File: config.mk
export PLATFORM = sky130hd
export DESIGN_NAME = seq_mul_flat
export DESIGN_NICKNAME = d
export VERILOG_FILES = /design/src/rtl/seq_mul_pkg.sv /design/src/rtl/seq_mul_if.sv /design/src/rtl/seq_mul_step.sv /design/src/rtl/seq_mul.sv /design/src/flat_wrapper.sv
export SDC_FILE = /design/constraint.sdc
export NUM_CORES = 1
export LEC_CHECK = 0
export CAP_MARGIN = 20
export CORE_UTILIZATION = 40
export CTS_CLUSTER_DIAMETER = 30
export CTS_CLUSTER_SIZE = 30
export DETAILED_ROUTE_END_ITERATION = 8
export HOLD_SLACK_MARGIN = 0.1
export SYNTH_ARGS = -nofsm -noshare
export SYNTH_HDL_FRONTEND = slang
export SYNTH_SLANG_ARGS = --single-unit
File: constraint.sdc
create_clock -name clk -period 3.6 [get_ports clk]
set_input_delay 0.36 -clock clk [delete_from_list [all_inputs] [get_ports clk]]
set_output_delay 0.36 -clock clk [all_outputs]
set_load 0.005 [all_outputs]
File: src/rtl/seq_mul_pkg.sv
// Shared types and constants for the iterative multiplier.
// Holds operand-mode encodings, FSM states and the accumulator sizing helper.
package mul_pkg;

  localparam logic MUL_UNSIGNED = 1'b0;
  localparam logic MUL_SIGNED   = 1'b1;

  typedef enum logic [1:0] {
    IDLE = 2'd0,
    BUSY = 2'd1,
    DONE = 2'd2
  } mul_state_t;

  // High part of the accumulator: one guard bit beyond the worst-case STEP-bit partial sum.
  function automatic int acc_width(input int n_bit, input int step);
    return n_bit + step + 1;
  endfunction

endpackage

File: src/rtl/seq_mul_if.sv
// Operand and result handshake bundle for seq_mul.
// The master drives operands and result acceptance; the slave is the multiplier.
interface seq_mul_if #(
  parameter int N_BIT = 4
) ();
  localparam int RES_SIZE = N_BIT * 2;

  logic                in_valid;
  logic                in_ready;
  logic [N_BIT-1:0]    A;
  logic [N_BIT-1:0]    B;
  logic                mul_type;
  logic                out_valid;
  logic                out_ready;
  logic [RES_SIZE-1:0] product;

  modport master (
    output in_valid, A, B, mul_type, out_ready,
    input  in_ready, out_valid, product
  );

  modport slave (
    input  in_valid, A, B, mul_type, out_ready,
    output in_ready, out_valid, product
  );
endinterface

File: src/rtl/seq_mul_step.sv
// One iteration of the shift-add multiplier: adds STEP weighted partial products
// into the high accumulator, then shifts the whole {high, multiplier} word right.
module mul_step
  import mul_pkg::*;
#(
  parameter  int N_BIT = 4,
  parameter  int STEP  = 1,
  localparam int W_HI  = acc_width(N_BIT, STEP),
  localparam int W_ACC = W_HI + N_BIT
) (
  input  logic [W_ACC-1:0] acc_i,
  input  logic [N_BIT-1:0] a_i,
  input  logic [STEP-1:0]  bits_i,
  input  logic             mul_type_i,
  input  logic             last_i,
  output logic [W_ACC-1:0] acc_o
);

  logic [W_HI-1:0]         ext;
  logic [W_HI-1:0]         sum;
  logic signed [W_ACC-1:0] joined;

  always_comb begin
    ext = '0;
    sum = '0;
    joined = '0;
    if (mul_type_i == MUL_SIGNED)
      ext = {{(W_HI-N_BIT){a_i[N_BIT-1]}}, a_i};
    else
      ext = {{(W_HI-N_BIT){1'b0}}, a_i};
    sum = acc_i[W_ACC-1:N_BIT];
    for (int i = 0; i < STEP; i++) begin
      if (bits_i[i]) begin
        // Multiplier MSB carries weight -2^(N_BIT-1) in signed mode.
        if (last_i && (mul_type_i == MUL_SIGNED) && (i == STEP-1))
          sum = sum - (ext << i);
        else
          sum = sum + (ext << i);
      end
    end
    joined = {sum, acc_i[N_BIT-1:0]};
    acc_o  = joined >>> STEP;
  end

endmodule

File: src/rtl/seq_mul.sv
// Iterative signed/unsigned multiplier retiring STEP multiplier bits per clock,
// with valid/ready handshakes on operands and result.
module seq_mul
  import mul_pkg::*;
#(
  parameter int N_BIT = 4,
  parameter int STEP  = 1
) (
  input  logic      clk,
  input  logic      rst_n,
  input  logic      flush,
  output logic      busy,
  seq_mul_if.slave  bus
);

  localparam int RES_SIZE = N_BIT * 2;
  localparam int W_HI     = acc_width(N_BIT, STEP);
  localparam int W_ACC    = W_HI + N_BIT;
  localparam int N_ITER   = N_BIT / STEP;
  localparam int CNT_W    = $clog2(N_ITER) + 1;

  mul_state_t          state_q;
  logic [W_ACC-1:0]    acc_q, acc_d;
  logic [N_BIT-1:0]    a_q;
  logic                mt_q;
  logic [CNT_W-1:0]    cnt_q;
  logic                in_ready_q, out_valid_q, busy_q;
  logic [RES_SIZE-1:0] product_q, product_d;
  logic                last;

  assign last      = (cnt_q == CNT_W'(N_ITER - 1));
  assign product_d = acc_d[RES_SIZE-1:0];

  mul_step #(.N_BIT(N_BIT), .STEP(STEP)) u_step (
    .acc_i      (acc_q),
    .a_i        (a_q),
    .bits_i     (acc_q[STEP-1:0]),
    .mul_type_i (mt_q),
    .last_i     (last),
    .acc_o      (acc_d)
  );

  always_ff @(posedge clk or negedge rst_n) begin
    if (!rst_n) begin
      state_q     <= IDLE;
      in_ready_q  <= 1'b1;
      out_valid_q <= 1'b0;
      busy_q      <= 1'b0;
      product_q   <= '0;
      acc_q       <= '0;
      a_q         <= '0;
      mt_q        <= MUL_UNSIGNED;
      cnt_q       <= '0;
    end else if (flush) begin
      state_q     <= IDLE;
      in_ready_q  <= 1'b1;
      out_valid_q <= 1'b0;
      busy_q      <= 1'b0;
      acc_q       <= '0;
      cnt_q       <= '0;
    end else begin
      case (state_q)
        IDLE: begin
          if (bus.in_valid && in_ready_q) begin
            a_q        <= bus.A;
            mt_q       <= bus.mul_type;
            acc_q      <= {{W_HI{1'b0}}, bus.B};
            cnt_q      <= '0;
            state_q    <= BUSY;
            in_ready_q <= 1'b0;
            busy_q     <= 1'b1;
          end
        end
        BUSY: begin
          acc_q <= acc_d;
          cnt_q <= cnt_q + CNT_W'(1);
          if (last) begin
            state_q     <= DONE;
            busy_q      <= 1'b0;
            out_valid_q <= 1'b1;
            product_q   <= product_d;
          end
        end
        DONE: begin
          if (bus.out_ready) begin
            state_q     <= IDLE;
            out_valid_q <= 1'b0;
            in_ready_q  <= 1'b1;
          end
        end
        default: state_q <= IDLE;
      endcase
    end
  end

  assign bus.in_ready  = in_ready_q;
  assign bus.out_valid = out_valid_q;
  assign bus.product   = product_q;
  assign busy          = busy_q;

endmodule
File: src/flat_wrapper.sv
// flat-port wrapper written by rule: the top's interface ports become plain ports
module seq_mul_flat import mul_pkg::*;
#(
  parameter int N_BIT = 4,
  parameter int STEP  = 1
)
  (clk, rst_n, flush, busy, bus_in_valid, bus_A, bus_B, bus_mul_type, bus_out_ready, bus_in_ready, bus_out_valid, bus_product);
  seq_mul_if #(.N_BIT(N_BIT)) bus_i ();
  input  logic clk;
  input  logic rst_n;
  input  logic flush;
  output logic busy;
  input wire logic [$bits(bus_i.in_valid)-1:0] bus_in_valid;
  input wire logic [$bits(bus_i.A)-1:0] bus_A;
  input wire logic [$bits(bus_i.B)-1:0] bus_B;
  input wire logic [$bits(bus_i.mul_type)-1:0] bus_mul_type;
  input wire logic [$bits(bus_i.out_ready)-1:0] bus_out_ready;
  output wire logic [$bits(bus_i.in_ready)-1:0] bus_in_ready;
  output wire logic [$bits(bus_i.out_valid)-1:0] bus_out_valid;
  output wire logic [$bits(bus_i.product)-1:0] bus_product;
  assign bus_i.in_valid = bus_in_valid;
  assign bus_i.A = bus_A;
  assign bus_i.B = bus_B;
  assign bus_i.mul_type = bus_mul_type;
  assign bus_i.out_ready = bus_out_ready;
  assign bus_in_ready = bus_i.in_ready;
  assign bus_out_valid = bus_i.out_valid;
  assign bus_product = bus_i.product;
  seq_mul #(.N_BIT(N_BIT), .STEP(STEP)) u_core (.clk(clk), .rst_n(rst_n), .flush(flush), .busy(busy), .bus(bus_i));
endmodule
# After elaboration in Yosys (flattened, before gate mapping)
# Index checks and enable logic that the tools add are counted.
[word_totals]
out_inout_bits = 11
register_bits = 31
elab_cells = 58
[op_classes]
add_sub_neg = 3
bitwise_logic = 1
eq_ne = 6
n_mux = 26
reduce_logical = 13
[ops]
columns = ["cell", "count"]
rows = [
  ["10-bit two-way mux", 2],
  ["10-bit one-hot mux with 2 select lines", 1],
  ["6-bit two-way mux", 3],
  ["3-bit AND reduction", 6],
  ["1-bit two-way mux", 9],
  ["3-bit nonzero test", 3],
  ["2-bit two-way mux", 4],
  ["6-bit adder", 1],
  ["3-bit two-way mux", 2],
  ["3-bit != test, second input constant", 2],
  ["1-bit one-hot mux with 2 select lines", 3],
  ["2-bit one-hot mux with 3 select lines", 1],
  ["3-bit one-hot mux with 2 select lines", 1],
  ["6-bit subtractor", 1],
  ["3-bit by 1-bit adder with 3-bit output, second input constant", 1],
  ["3-bit by 2-bit equality test with 1-bit output, second input constant", 1],
  ["3-bit by 2-bit != test with 1-bit output, second input constant", 1],
  ["2-bit by 1-bit equality test with 1-bit output, second input constant", 1],
  ["2-bit equality test, second input constant", 1],
  ["1-bit logical AND", 2],
  ["2-bit zero test", 1],
  ["2-bit AND reduction", 1],
  ["1-bit NOT", 1],
]

# Longest topological paths before layout
[depth]
ltp_word = 6
mapped_depth = 13

# Cells and area by module
# From an unflattened synthesis, not the netlist that was laid out.
[hier_totals]
hier_cells = 146
hier_area_um2 = 1779.2
[by_module_without_submodules]
columns = ["mod", "area_per_inst_um2", "seq_area_each_um2", "cells_per_inst", "instances"]
rows = [
  ["seq_mul", 1388.8, 777.0, 96, 1],
  ["mul_step", 390.4, 0.0, 50, 1],
]

# Worst setup path after synthesis
# OpenSTA, ideal clock, no wires.
[synth_path]
path_kind = "reg2reg"
startpoint = "register u_core.cnt_q[0]"
endpoint = "register u_core.acc_q[6]"
n_path_buf = 1
t_arrival_ns = 2.319
setup_time_ns = 0.132
path_stages_with_launch = 14
setup_slack_ns = 1.149
cell_sequence = "dfrtp_1 > ha_1 > ha_1 > buf_2 > nand2_1 > nand2_1 > o21ai_0 > inv_1 > ha_1 > nor2b_1 > o21a_1 > or3_1 > a31oi_1 > o21ai_0"
[synth_via]
elab_chain_cells = 6
[synth_rtl]
columns = ["element", "line", "source"]
rows = [
  ["start: declaration", "seq_mul.sv:26", "logic [CNT_W-1:0] cnt_q;"],
  ["start signal: assignment", "seq_mul.sv:76", "cnt_q <= cnt_q + CNT_W'(1);"],
  ["3-bit by 2-bit equality test with 1-bit output", "seq_mul.sv:31", "assign last = (cnt_q == CNT_W'(N_ITER - 1));"],
  ["1-bit logical AND", "seq_mul_step.sv:35", "if (last_i && (mul_type_i == MUL_SIGNED) && (i == STEP-1))"],
  ["6-bit two-way mux", "seq_mul_step.sv:35", ""],
  ["6-bit two-way mux", "seq_mul_step.sv:33", "if (bits_i[i]) begin"],
  ["10-bit one-hot mux with 2 select lines", "seq_mul.sv:62", "case (state_q)"],
  ["10-bit two-way mux", "seq_mul.sv:54", "end else if (flush) begin"],
  ["end signal: assignment", "seq_mul.sv:67", "acc_q <= {{W_HI{1'b0}}, bus.B};"],
  ["end: declaration", "seq_mul.sv:23", "logic [W_ACC-1:0] acc_q, acc_d;"],
]
# Every way passes these cells.
# A chain may end at the register's enable or synchronous reset.

# Worst setup path in the final report
# Ends and elaborated chain as after synthesis.

==> flow_metrics.env <==
export IMPL_htree_levels=2
export IMPL_reg2reg_from="u_core.cnt_q[0]"
export IMPL_syn_area_per_cell_um2=9.56
export IMPL_yosys_top_cells_area="dfrtp_1 46%, nand2_1 7.9%, ha_1 6.4%, o21ai_0 4.8%, o21ai_1 2.2%"
export IMPL_synth_top_flop_cell="dfrtp_1"
export IMPL_hold_viol=0
export IMPL_setup_slack_ns=0.859
export IMPL_antenna_found_initial=0
export IMPL_die_w_um=64.6
export IMPL_syn_inst=164
export IMPL_grt_usage_pct=17.7
export IMPL_r2r_setup_slack_ns=0.86
export IMPL_synth_edf_count=0
export IMPL_timing_setup_tns_ns=0
export IMPL_dieArea_um2=4170
export IMPL_status="complete, no violations"
export IMPL_cts_tree="built"
export IMPL_grt_ovfl_total=0
export IMPL_post_drt_wl_per_cell_um=13.3
export IMPL_cts_resized=0
export IMPL_crit_fanout=8
export IMPL_cts_made_buffers=5
export IMPL_peakVddDrop_uv=237
export IMPL_fin_util_pct=52.8
export IMPL_synth_cell_types=36
export IMPL_grt_pass1_wl_um=5610
export IMPL_ios=25
export IMPL_max_freq_mhz=365
export IMPL_syn_num_nets=187
export IMPL_cts_path_max_buffers=2
export IMPL_place_area_um2=1840
export IMPL_yosys_top_cells_count="33 x nand2_1, 29 x dfrtp_1, 15 x o21ai_0"
export IMPL_numPortBuffers=24
export IMPL_p_leak_nw=0.892
export IMPL_dp_cells=232
export IMPL_fp_coreArea_um2=3720
export IMPL_p_per_area_nw_per_um2=503
export IMPL_holdBufCountCts=0
export IMPL_cp_start_kind="register"
export IMPL_worst_pin_slew_ns=1.01
export IMPL_reg2reg_to="u_core.acc_q[6]"
export IMPL_final_cell_count_no_fill=240
export IMPL_hold_class="in2async"
export IMPL_grt_pass1_vias=1320
export IMPL_num_rows=22
export IMPL_post_route_min_period_ns=2.74
export IMPL_vias_per_cell=5.21
export IMPL_route_detailed_drc=0
export IMPL_clkSinkCount=30
export IMPL_slowest_delay_ns=0.37
export IMPL_drt_pass1_iterations=4
export IMPL_final_area_um2=1960
export IMPL_num_antenna_cells=0
export IMPL_async_reset_ff_share_pct=100
export IMPL_synth_seq_cells=30
export IMPL_layout_drive_gt1_share_pct=7.81
export IMPL_grt_max_degree=31
export IMPL_yosysMostFrequentCell="nand2_1"
export IMPL_dr_first_iter_drc_count=40
export IMPL_synth_warnings=0
export IMPL_place_gp_congestion=0.881
export IMPL_clk_root_buffer_cell="clkbuf_8"
export IMPL_layout_nets=214
export IMPL_drt_wl_total_um=3190
export IMPL_fp_dieH_um=64.6
export IMPL_slowest_stage="dfrtp_1"
export IMPL_rsz0062_at_grt="no"
export IMPL_relSlewSlack_pct=32.3
export IMPL_start_util_pct=42.2
export IMPL_fin_crit_sh_pct=76.1
export IMPL_area_delta_synth_final_pct=25.1
export IMPL_finalSetupViolCount=0
export IMPL_clock_skew_ns=0.00768
export IMPL_yosysSeqAreaShare_pct=48.0
export IMPL_crit_chain="ha_1, ha_1, nand2_1, o21ai_0, inv_1, ha_1, nor2b_1, o21a_1, or3_1, a31oi_1, o21ai_0"
export IMPL_crit_arrival_ns=2.88
export IMPL_vias=1251
export IMPL_cp_startpoint="u_core.cnt_q[0]"
export IMPL_syn_area_um2=1570
export IMPL_clk_pin_slew_ns=0.07
export IMPL_critPathKind="reg2reg"
export IMPL_critPathCaptureType="register"
export IMPL_reg2reg_depth=11
export IMPL_maxSlewViolCount=0
export IMPL_endpoint="u_core.acc_q[6]"
export IMPL_synth_top_area_share_pct=46.3
export IMPL_yosys_area_top_type="dfrtp_1"
export IMPL_crit_path_frequent_cell="ha_1"
export IMPL_cap_violations=0
export IMPL_post_cts_setup_buffer_count=0
export IMPL_dp_hpwl_um=2350
export IMPL_clk_latency_ns=0.28
export IMPL_preCtsSetupSlack_ns=0.854
export IMPL_postRouteAntennaNets=0
export IMPL_required_ns=3.74
-- final cells by class --
| class | instances | area, um2 |
|---|---|---|
| clock buffers | 7 | 86.3 |
| multi-input cells | 120 | 751 |
| flip-flops and latches | 30 | 752 |
| inverters | 9 | 33.8 |
| repair buffers | 25 | 248 |
| well taps | 48 | 60.1 |
| clock inverters | 1 | 30.0 |
| fillers | 359 | 1760 |
-- through the flow --
stage                     hold slack [ns]  total power (W)
after floorplan                    0.0644         0.000575
after global routing                0.492          0.00104
after detailed placement            0.477         0.000645
after global placement              0.463         0.000639
after CTS                           0.468         0.000995
final                               0.461         0.000986
-- power by group --
part	switching [W]	internal, W	total (W)
Combinational	0.000125	0.000118	0.000243
Clock	0.000123	0.000225	0.000348
Sequential	0.0000303	0.000365	0.000395
Total	0.000278	0.000708	0.000986
-- routing by layer --
layer  vias up  GRT usage, %  part of all wire [%]  routed length, um
met4         0          7.78                   1.6                 52
met3         7          4.23                   3.4                107
met5         -             0                     0                  0
met1       602          22.0                    47               1510
li1        617             -                     -                  -
met2        25          29.2                    48               1520
-- how the worst min path moves through the flow --
stage	depth (start not counted)	slack, ns	endpoint
detailed placement	2	0.48	u_core.bus.product[3]
finish	2	0.46	u_core.bus.product[2]
CTS	2	0.47	u_core.bus.product[2]
global route	2	0.49	u_core.bus.product[2]
global placement	2	0.46	u_core.cnt_q[2]
floorplan	0	0.06	u_core.a_q[0]
-- registers in the layout, indices dropped and copies added (netlist names) --
name and cells:
u_core.acc_q 9, u_core.bus.product 8, u_core.a_q 4, u_core.cnt_q 3, u_core.state_q 2, u_core.bus.in_ready 1, u_core.bus.out_valid 1, u_core.busy 1
u_core.mt_q 1
-- cell usage in the layout (no fill, tap or decap), types with 3 or more instances in the layout --
| cell type | netlist | final |
|---|---|---|
| nand2_1 | 33 | 33 |
| dfrtp_1 | 29 | 29 |
| clkdlybuf4s50_1 | 0 | 24 |
| o21ai_0 | 15 | 15 |
| inv_1 | 9 | 9 |
| nor2_1 | 9 | 9 |
| ha_1 | 8 | 8 |
| o21ai_1 | 7 | 7 |
| clkbuf_8 | 0 | 6 |
| a21oi_1 | 5 | 5 |
| nor2b_1 | 5 | 5 |
| xnor2_1 | 4 | 4 |
| mux2_2 | 3 | 3 |
-- worst max-delay path: cells and delay by family (launching register included) --
| kind | cells | cell delay [ns] |
|---|---|---|
| buffers and inverters | 1 | 0.08 |
| adders and majority gates | 3 | 0.73 |
| AOI/OAI and AO/OA | 4 | 0.84 |
| DFF | 1 | 0.37 |
| and+or+nand+nor | 3 | 0.58 |
-- cells by family after synthesis --
| kind of cell | count (synthesis) | synth area share [%] |
|---|---|---|
| multiplexers | 5 | 3.43 |
| XOR/XNOR | 6 | 3.35 |
| flip-flops | 30 | 48.0 |
| AO/OA/AOI/OAI | 42 | 16.4 |
| AND/OR/NAND/NOR | 58 | 17.0 |
| adder cells (fa/ha/maj) | 9 | 7.66 |
| buffers and inverters | 14 | 4.15 |
Note: power is estimated with default switching activity, not from simulation.
